<file path="src/rtl/bridge_pkg.sv">
// Shared definitions for the bridge data path.
// Contents:
//    state_t    - burst source FSM states (IDLE, SEND, DONE)
//    LFSR_W     - LFSR width in bits
//    LFSR_TAPS  - feedback tap mask (bits 7, 5, 4, 3)
//    lfsr_step  - one advance of the Fibonacci LFSR
package bridge_pkg;

   localparam int LFSR_W = 8;

   // The feedback bit is the XOR of lfsr[7], lfsr[5], lfsr[4] and lfsr[3].
   localparam logic [LFSR_W-1:0] LFSR_TAPS = 8'b1011_1000;

   typedef enum logic [1:0] {
      IDLE = 2'd0,
      SEND = 2'd1,
      DONE = 2'd2
   } state_t;

   // Shift left by one and insert the feedback bit at bit 0.
   function automatic logic [LFSR_W-1:0] lfsr_step(input logic [LFSR_W-1:0] cur);
      return {cur[LFSR_W-2:0], ^(cur & LFSR_TAPS)};
   endfunction

endpackage

</file>
<file path="src/rtl/lfsr8.sv">
// 8-bit Fibonacci LFSR with seed load on reset and an advance enable.
// Ports:
//    clka        - clock, rising edge
//    resetb_clkb - asynchronous active-high reset, loads SEED
//    advance     - step the LFSR once on this clock edge
//    value       - current LFSR state
module lfsr8
   import bridge_pkg::*;
#(
   parameter logic [LFSR_W-1:0] SEED = 8'hA5
) (
   input  logic              clka,
   input  logic              resetb_clkb,
   input  logic              advance,
   output logic [LFSR_W-1:0] value
);

   logic [LFSR_W-1:0] lfsr_reg;
   logic [LFSR_W-1:0] lfsr_next;

   always_comb begin
      lfsr_next = lfsr_reg;
      if (advance) begin
         lfsr_next = lfsr_step(lfsr_reg);
      end
   end

   always_ff @(posedge clka or posedge resetb_clkb) begin
      if (resetb_clkb) begin
         lfsr_reg <= SEED;
      end else begin
         lfsr_reg <= lfsr_next;
      end
   end

   assign value = lfsr_reg;

endmodule

</file>
<file path="src/rtl/burst_source.sv">
// Burst data source for the bridge: on a rising edge of the request it emits
// BURST_LEN contiguous LFSR beats, then a one-cycle burst_done pulse.
// Ports:
//    clka            - clock, rising edge
//    resetb_clkb     - asynchronous active-high reset
//    data_req_clka   - burst request level; a 0->1 transition starts a burst
//    din_clka        - data beat (0 when no beat is valid)
//    data_valid_clka - din_clka carries a beat this cycle
//    busy            - burst in progress (SEND or DONE)
//    burst_done      - one-cycle pulse following the last beat
//    req_drop        - one-cycle pulse when a request edge arrives while busy
// All outputs come straight from flops.
module burst_source
   import bridge_pkg::*;
#(
   parameter int                BURST_LEN = 20,
   parameter logic [LFSR_W-1:0] LFSR_SEED = 8'hA5
) (
   input  logic              clka,
   input  logic              resetb_clkb,
   input  logic              data_req_clka,
   output logic [LFSR_W-1:0] din_clka,
   output logic              data_valid_clka,
   output logic              busy,
   output logic              burst_done,
   output logic              req_drop
);

   localparam logic [7:0] LAST_BEAT = 8'(BURST_LEN - 1);

   state_t            state_reg;
   state_t            state_next;
   logic [7:0]        cnt_reg;
   logic [7:0]        cnt_next;
   logic              req_q_reg;
   logic              req_edge;

   logic [LFSR_W-1:0] din_reg;
   logic [LFSR_W-1:0] din_next;
   logic              valid_reg;
   logic              valid_next;
   logic              busy_reg;
   logic              busy_next;
   logic              done_reg;
   logic              done_next;
   logic              drop_reg;
   logic              drop_next;

   logic [LFSR_W-1:0] lfsr_value;
   logic              lfsr_advance;

   assign req_edge = data_req_clka & ~req_q_reg;

   lfsr8 #(
      .SEED (LFSR_SEED)
   ) u_lfsr (
      .clka        (clka),
      .resetb_clkb (resetb_clkb),
      .advance     (lfsr_advance),
      .value       (lfsr_value)
   );

   // Outputs are registered versions of what the next state implies, so the
   // state entered on an edge and the output flops agree in the same cycle.
   // Entering SEND from IDLE therefore presents beat 0 right after the edge
   // that sampled the request.
   always_comb begin
      state_next   = state_reg;
      cnt_next     = cnt_reg;
      lfsr_advance = 1'b0;
      valid_next   = 1'b0;
      din_next     = '0;
      busy_next    = 1'b0;
      done_next    = 1'b0;
      drop_next    = 1'b0;

      unique case (state_reg)
         IDLE: begin
            if (req_edge) begin
               state_next = SEND;
               cnt_next   = '0;
            end
         end
         SEND: begin
            // cnt_reg is the index of the beat currently on the output; it
            // stops at LAST_BEAT instead of wrapping.
            if (cnt_reg == LAST_BEAT) begin
               state_next = DONE;
            end else begin
               cnt_next = cnt_reg + 8'd1;
            end
         end
         DONE: begin
            state_next = IDLE;
         end
         default: begin
            state_next = IDLE;
         end
      endcase

      // A beat is loaded into din_reg on every edge that lands in SEND; the
      // LFSR steps on that same edge so the next beat is ready.
      if (state_next == SEND) begin
         lfsr_advance = 1'b1;
         valid_next   = 1'b1;
         din_next     = lfsr_value;
      end
      busy_next = (state_next != IDLE);
      done_next = (state_next == DONE);
      drop_next = req_edge && (state_reg != IDLE);
   end

   always_ff @(posedge clka or posedge resetb_clkb) begin
      if (resetb_clkb) begin
         state_reg <= IDLE;
         cnt_reg   <= '0;
         req_q_reg <= 1'b0;
         din_reg   <= '0;
         valid_reg <= 1'b0;
         busy_reg  <= 1'b0;
         done_reg  <= 1'b0;
         drop_reg  <= 1'b0;
      end else begin
         state_reg <= state_next;
         cnt_reg   <= cnt_next;
         req_q_reg <= data_req_clka;
         din_reg   <= din_next;
         valid_reg <= valid_next;
         busy_reg  <= busy_next;
         done_reg  <= done_next;
         drop_reg  <= drop_next;
      end
   end

   assign din_clka        = din_reg;
   assign data_valid_clka = valid_reg;
   assign busy            = busy_reg;
   assign burst_done      = done_reg;
   assign req_drop        = drop_reg;

endmodule

</file>
<file path="config.mk">
export PLATFORM = sky130hd
export DESIGN_NAME = burst_source
export DESIGN_NICKNAME = d
export VERILOG_FILES = /design/src/rtl/bridge_pkg.sv /design/src/rtl/lfsr8.sv /design/src/rtl/burst_source.sv
export SDC_FILE = /design/constraint.sdc
export NUM_CORES = 1
export LEC_CHECK = 0
export CORE_ASPECT_RATIO = 1.4
export CORE_MARGIN = 2
export CORE_UTILIZATION = 48
export DETAILED_ROUTE_END_ITERATION = 12
export GPL_TIMING_DRIVEN = 0
export PLACE_DENSITY = 0.73
export SYNTH_ARGS = -nofsm -noshare
export SYNTH_HDL_FRONTEND = slang
export SYNTH_HIERARCHICAL = 1
export SYNTH_SLANG_ARGS = --single-unit
</file>
<file path="constraint.sdc">
create_clock -name clka -period 1.8 [get_ports clka]
set_input_delay 0.36 -clock clka [delete_from_list [all_inputs] [get_ports clka]]
set_output_delay 0.36 -clock clka [all_outputs]
set_load 0.05 [all_outputs]
</file>
Yosys cells after proc, flatten, opt, wreduce, memory -nomap -nowiden --
Cells that the tools add are included.
Cells by class: add/subtract/negate cells 1, eq/ne operators 6, muxes and demuxes 8, bitwise logic cells 2, reductions and logical operators 7
Operators by type and width (count):
- 8-bit two-way mux | 3
- 8-bit one-hot mux with 2 select lines | 1
- 8-bit by 1-bit adder with 8-bit output (second input constant) | 1
- 8-bit by 5-bit == test with 1-bit output (second input constant) | 1
- 8-bit XOR reduction | 1
- 2-bit nonzero test | 3
- 2-bit by 1-bit == test with 1-bit output (second input constant) | 2
- 2-bit two-way mux | 2
- 2-bit inequality test (second input constant) | 2
- 2-bit one-hot mux with 2 select lines | 1
- 3-bit AND reduction | 1
- 2-bit == test (second input constant) | 1
- 2-bit zero test | 1
- 1-bit bitwise AND | 1
- 1-bit logical AND | 1
- 1-bit two-way mux | 1
- 1-bit NOT | 1
Word-level totals: bits in registers 31, input bits 3, output and inout bits 12, word-level logic and storage cells 33

Depth between registers and ports, before layout --
depth after elaboration 6, mapped depth 7, depth with buffers taken out 6

By module --
The synthesis kept the hierarchy.
Modules (own cells, without submodules):
- burst_source | instances 1, cells each 80, area each 955.9 um^2, seq. area each 575.6 um^2
- lfsr8 | instances 1, cells each 22, area each 327.8 um^2, seq. area each 205.2 um^2

Least setup slack after synthesis --
Ideal clock, no wire load.
path kind register to register, start point register cnt_reg[0], end point register u_lfsr.lfsr_reg[1] (netlist: u_lfsr/value[1]), setup time 0.125 ns, data arrival time 1.551 ns, data required time 1.675 ns, path slack 0.125 ns, stages on the path, launching flop included 7, buffers on the path 1, period minus slack after synthesis 1.675 ns, cell sequence dfrtp_1 ha_1 nand4bb_2 nor4_4 a21oi_1 buf_2 mux2_2
Between the ends: cells in the longest elaborated chain, start to end 5
Ends and longest elaborated chain:
- start: declaration | line burst_source.sv:33 | logic [7:0] cnt_reg;
- start signal: assignment | line burst_source.sv:125 | cnt_reg <= cnt_next;
- 8-bit by 5-bit == test with 1-bit output | line burst_source.sv:87 | if (cnt_reg == LAST_BEAT) begin
- 2-bit two-way mux | line burst_source.sv:87
- 2-bit one-hot mux with 2 select lines | line burst_source.sv:77 | unique case (state_reg)
- 2-bit by 1-bit == test with 1-bit output | line burst_source.sv:103 | if (state_next == SEND) begin
- 1-bit two-way mux | line burst_source.sv:103
- net lfsr_advance | line burst_source.sv:50 | logic lfsr_advance;
- end signal: assignment | line lfsr8.sv:32 | lfsr_reg <= lfsr_next;
- end: declaration | line lfsr8.sv:18 | logic [LFSR_W-1:0] lfsr_reg;
The timed path passes the listed nets, and every way through them passes these cells. A chain may end at the register's enable or synchronous reset.

Worst setup path in the final report --
start point input port data_req_clka, end point register u_lfsr.lfsr_reg[6] (netlist: u_lfsr/value[6])
Between the ends: cells in the longest elaborated chain, start to end 5
Ends and longest elaborated chain:
- start: declaration | line burst_source.sv:21 | input logic data_req_clka,
- 1-bit bitwise AND | line burst_source.sv:52 | assign req_edge = data_req_clka & ~req_q_reg;
- 2-bit two-way mux | line burst_source.sv:79 | if (req_edge) begin
- 2-bit one-hot mux with 2 select lines | line burst_source.sv:77
- 2-bit by 1-bit == test with 1-bit output | line burst_source.sv:103
- 1-bit two-way mux | line burst_source.sv:103
- net lfsr_advance | line burst_source.sv:50
The timed path passes the listed nets, and every way through them passes these cells.

==> flow_summary_export.csv <==
group,metric,value,unit
setup_path,cp-end-kind,"flop",
route,drc_errors,0,
clock_network,clkLatencyLatePin,0.33,ns
worst_hold_path,hp-class,"in -> async",
outcome,status,"finished clean",
cells_and_area,layout_commonest_cell,"dfrtp_1",
cells_and_area,fill_cells,239,
synthesis,synth_async_sr_flop_share,100,%
cells_and_area,layout.nets,131,
power,p_leak,0.709,nW
power,power,3.14,mW
sta,fmax,565,MHz
clock_network,clkTransAtPathRegs,0.09,ns
synthesis,synth_edf_count,0,
global_route,grt_pass1_vias,902,
route,dr.pass1.iters,4,
global_route,grt_max_degree,24,
floorplanning,io_pins,15,
sta,worst_pin_slew,0.845,ns
cells_and_area,fin_area,1570,um2
floorplanning,core_area,2590,um2
cells_and_area,antenna_cells,0,
synthesis,yosys.area.top_type,"dfrtp_1",
setup_path,worstSetupPathType,"in -> reg",
synthesis,yosysTopAreaCellShare,52.6,%
route,wl_per_cell,13.8,um
cells_and_area,multiInputGateArea,499,um2
route,drt_iter0_drc,8,
sta,maxSlewHeadroom,43.6,%
synthesis,ys_seq_area_share,60.8,%
power,power.density,2000,nW/um2
cells_and_area,final_cell_mix,"27 x dfrtp_1, 12 x dlygate4sd2_1, 10 x and2_1",
flow_run,max-cap-violations,0,
synthesis,synth_cell_type_count,36,
global_route,grt_pass1_wl,3950,um
place,dpl-instance-area,1470,um2
setup_path,crit_path_start_kind,"input port",
cells_and_area,regArea,781,um2
place,place_congestion,0.813,
synthesis,synth_nets,106,
global_route,antenna_found_initial,0,
place,hpwl,1540,um
sta,fin_skew,0.00419,ns
route,routed_wl,2270,um
cells_and_area,drive_gt1_share,22.7,%
floorplanning,initial_core_util,49.6,%
cells_and_area,final_util,60.6,%
sta,fin_ws,0.0297,ns
sta,fin_setup_tns,0,ns
clock_network,cts.sinks,31,
synthesis,synth_seq_cells,31,
clock_network,h-tree-depth,2,
sta,setup_viol,0,
floorplanning,die_x,47.7,um
cells_and_area,syn2layout_area_growth,22.1,%
global_route,grt_usage,18.6,%
route,vias,872,
route,ant_nets,0,
setup_path,crit_arrival,2.00,ns
floorplanning,rows,22,
floorplanning,die_area,3110,um2
power,peakVddDrop,1.12,mV
sta,final-hold-violation-count,0,
place,port_buffers,14,
synthesis,synth_warnings,6,
floorplanning,die_h,65.2,um
synthesis,avgSynthCellArea,12.6,um2
place,place_ws,-0.386,ns
global_route,gr-total-overflow,0,
clock_network,clockRootBuffer,"clkbuf_4",
synthesis,syn_area,1280,um2
clock_network,clock_path_buffers,2,
synthesis,synthCells,102,
clock_network,cts_buffers,5,
synthesis,synth_top_flop_cell,"dfrtp_1",
sta,slew_viol_final,0,
synthesis,synthTopCellsByArea,"dfrtp_1 53%, dfstp_2 8.2%, mux2_2 6.1%, and2_1 4.9%, xnor2_1 2.0%",
setup_path,rrSetupSlack,0.11,ns
sta,layout_min_cycle_time,1.77,ns
clock_network,cts_tree,"built",
route,via_per_inst,5.32,
setup_path,critPathMaxFanout,9,
clock_network,hold_buffers,0,
sta,finalCritPeriodShare,98.4,%
setup_path,cp.required,2.02,ns
-- final timing paths --
path / start / end / cells past startpoint
max in group asynchronous: resetb_clkb / cnt_reg[2]$_DFFE_PP0P_ / 2
min in group clka: data_req_clka / req_q_reg$_DFF_PP0_ / 1
worst min-delay path: resetb_clkb / u_lfsr/value[4]$_DFFE_PP0P_ / 2
worst min register to register: u_lfsr/value[1]$_DFFE_PP0P_ / din_clka[1]$_DFF_PP0_ / 1
worst max-delay path: data_req_clka / u_lfsr/value[6]$_DFFE_PP0P_ / 6
worst max register to register: cnt_reg[0]$_DFFE_PP0P_ / cnt_reg[7]$_DFFE_PP0P_ / 5
-- Yosys cell counts, drive strengths merged (2+ instances only) --
master / instances
nand2: 4
and2: 10
dfrtp: 27
buf: 2
nor2: 5
o21ai: 2
a21oi: 4
mux2i: 2
dfstp: 4
nand3: 5
nand2b: 2
mux2: 7
xnor2: 3
inv: 5
-- repair_timing --
| action | in CTS | in global routing |
|---|---|---|
| pin swaps | 1 | 1 |
| setup buffers | 4 | 0 |
| hold endpoints to repair | 0 | 0 |
| endpoints found under the setup margin | 19 | 16 |
| gates resized for setup | 17 | 1 |
-- kinds of logic after synthesis --
group                    after synthesis  share of synthesized area (%)
adder cells (fa/ha/maj)                1                          0.975
AND/OR/NAND/NOR                       36                           17.4
flip-flops                            31                           60.8
XOR/XNOR                               3                           2.05
AO/OA/AOI/OAI                         15                           8.58
multiplexers                           9                           7.70
buffers and inverters                  7                           2.44
-- worst max-delay path: stages --
cell	delay, ns
clkdlybuf4s50_1	0.47
nor2b_1	0.25
o21bai_2	0.18
a21oi_1	0.19
buf_4	0.20
mux2_2	0.34
-- report_power, final --
part           switching [mW]  internal, mW  total (mW)
clock network           0.226         0.152       0.378
logic                   0.852         0.611        1.46
registers               0.255          1.04        1.29
total                    1.33          1.80        3.14
-- metrics by stage --
| stage | instances | hold WS (ns) |
|---|---|---|
| final | 164 | 0.282 |
| after CTS | 164 | 0.268 |
| after global routing | 164 | 0.299 |
| after detailed placement | 152 | 0.497 |
| after global placement | 152 | 0.491 |
| after floorplan | 102 | 0.173 |
-- per-layer routing --
layer	wire [um]	up-vias	GRT usage (%)
met5	0	-	0
met1	829	431	20.1
met4	108	0	12.2
li1	-	401	-
met2	1220	27	28.3
met3	114	13	7.69
-- area by class of cell --
class	count	share of cell area, %
Timing Repair Buffer	18	9.90
Buffer	2	1.20
Clock buffer	7	2.87
Inverter	5	1.20
Clock inverter	1	0.319
Multi-Input combinational cell	64	31.8
Tap cell	36	2.87
Sequential cell	31	49.8
Note: power is estimated with default switching activity, not from simulation.
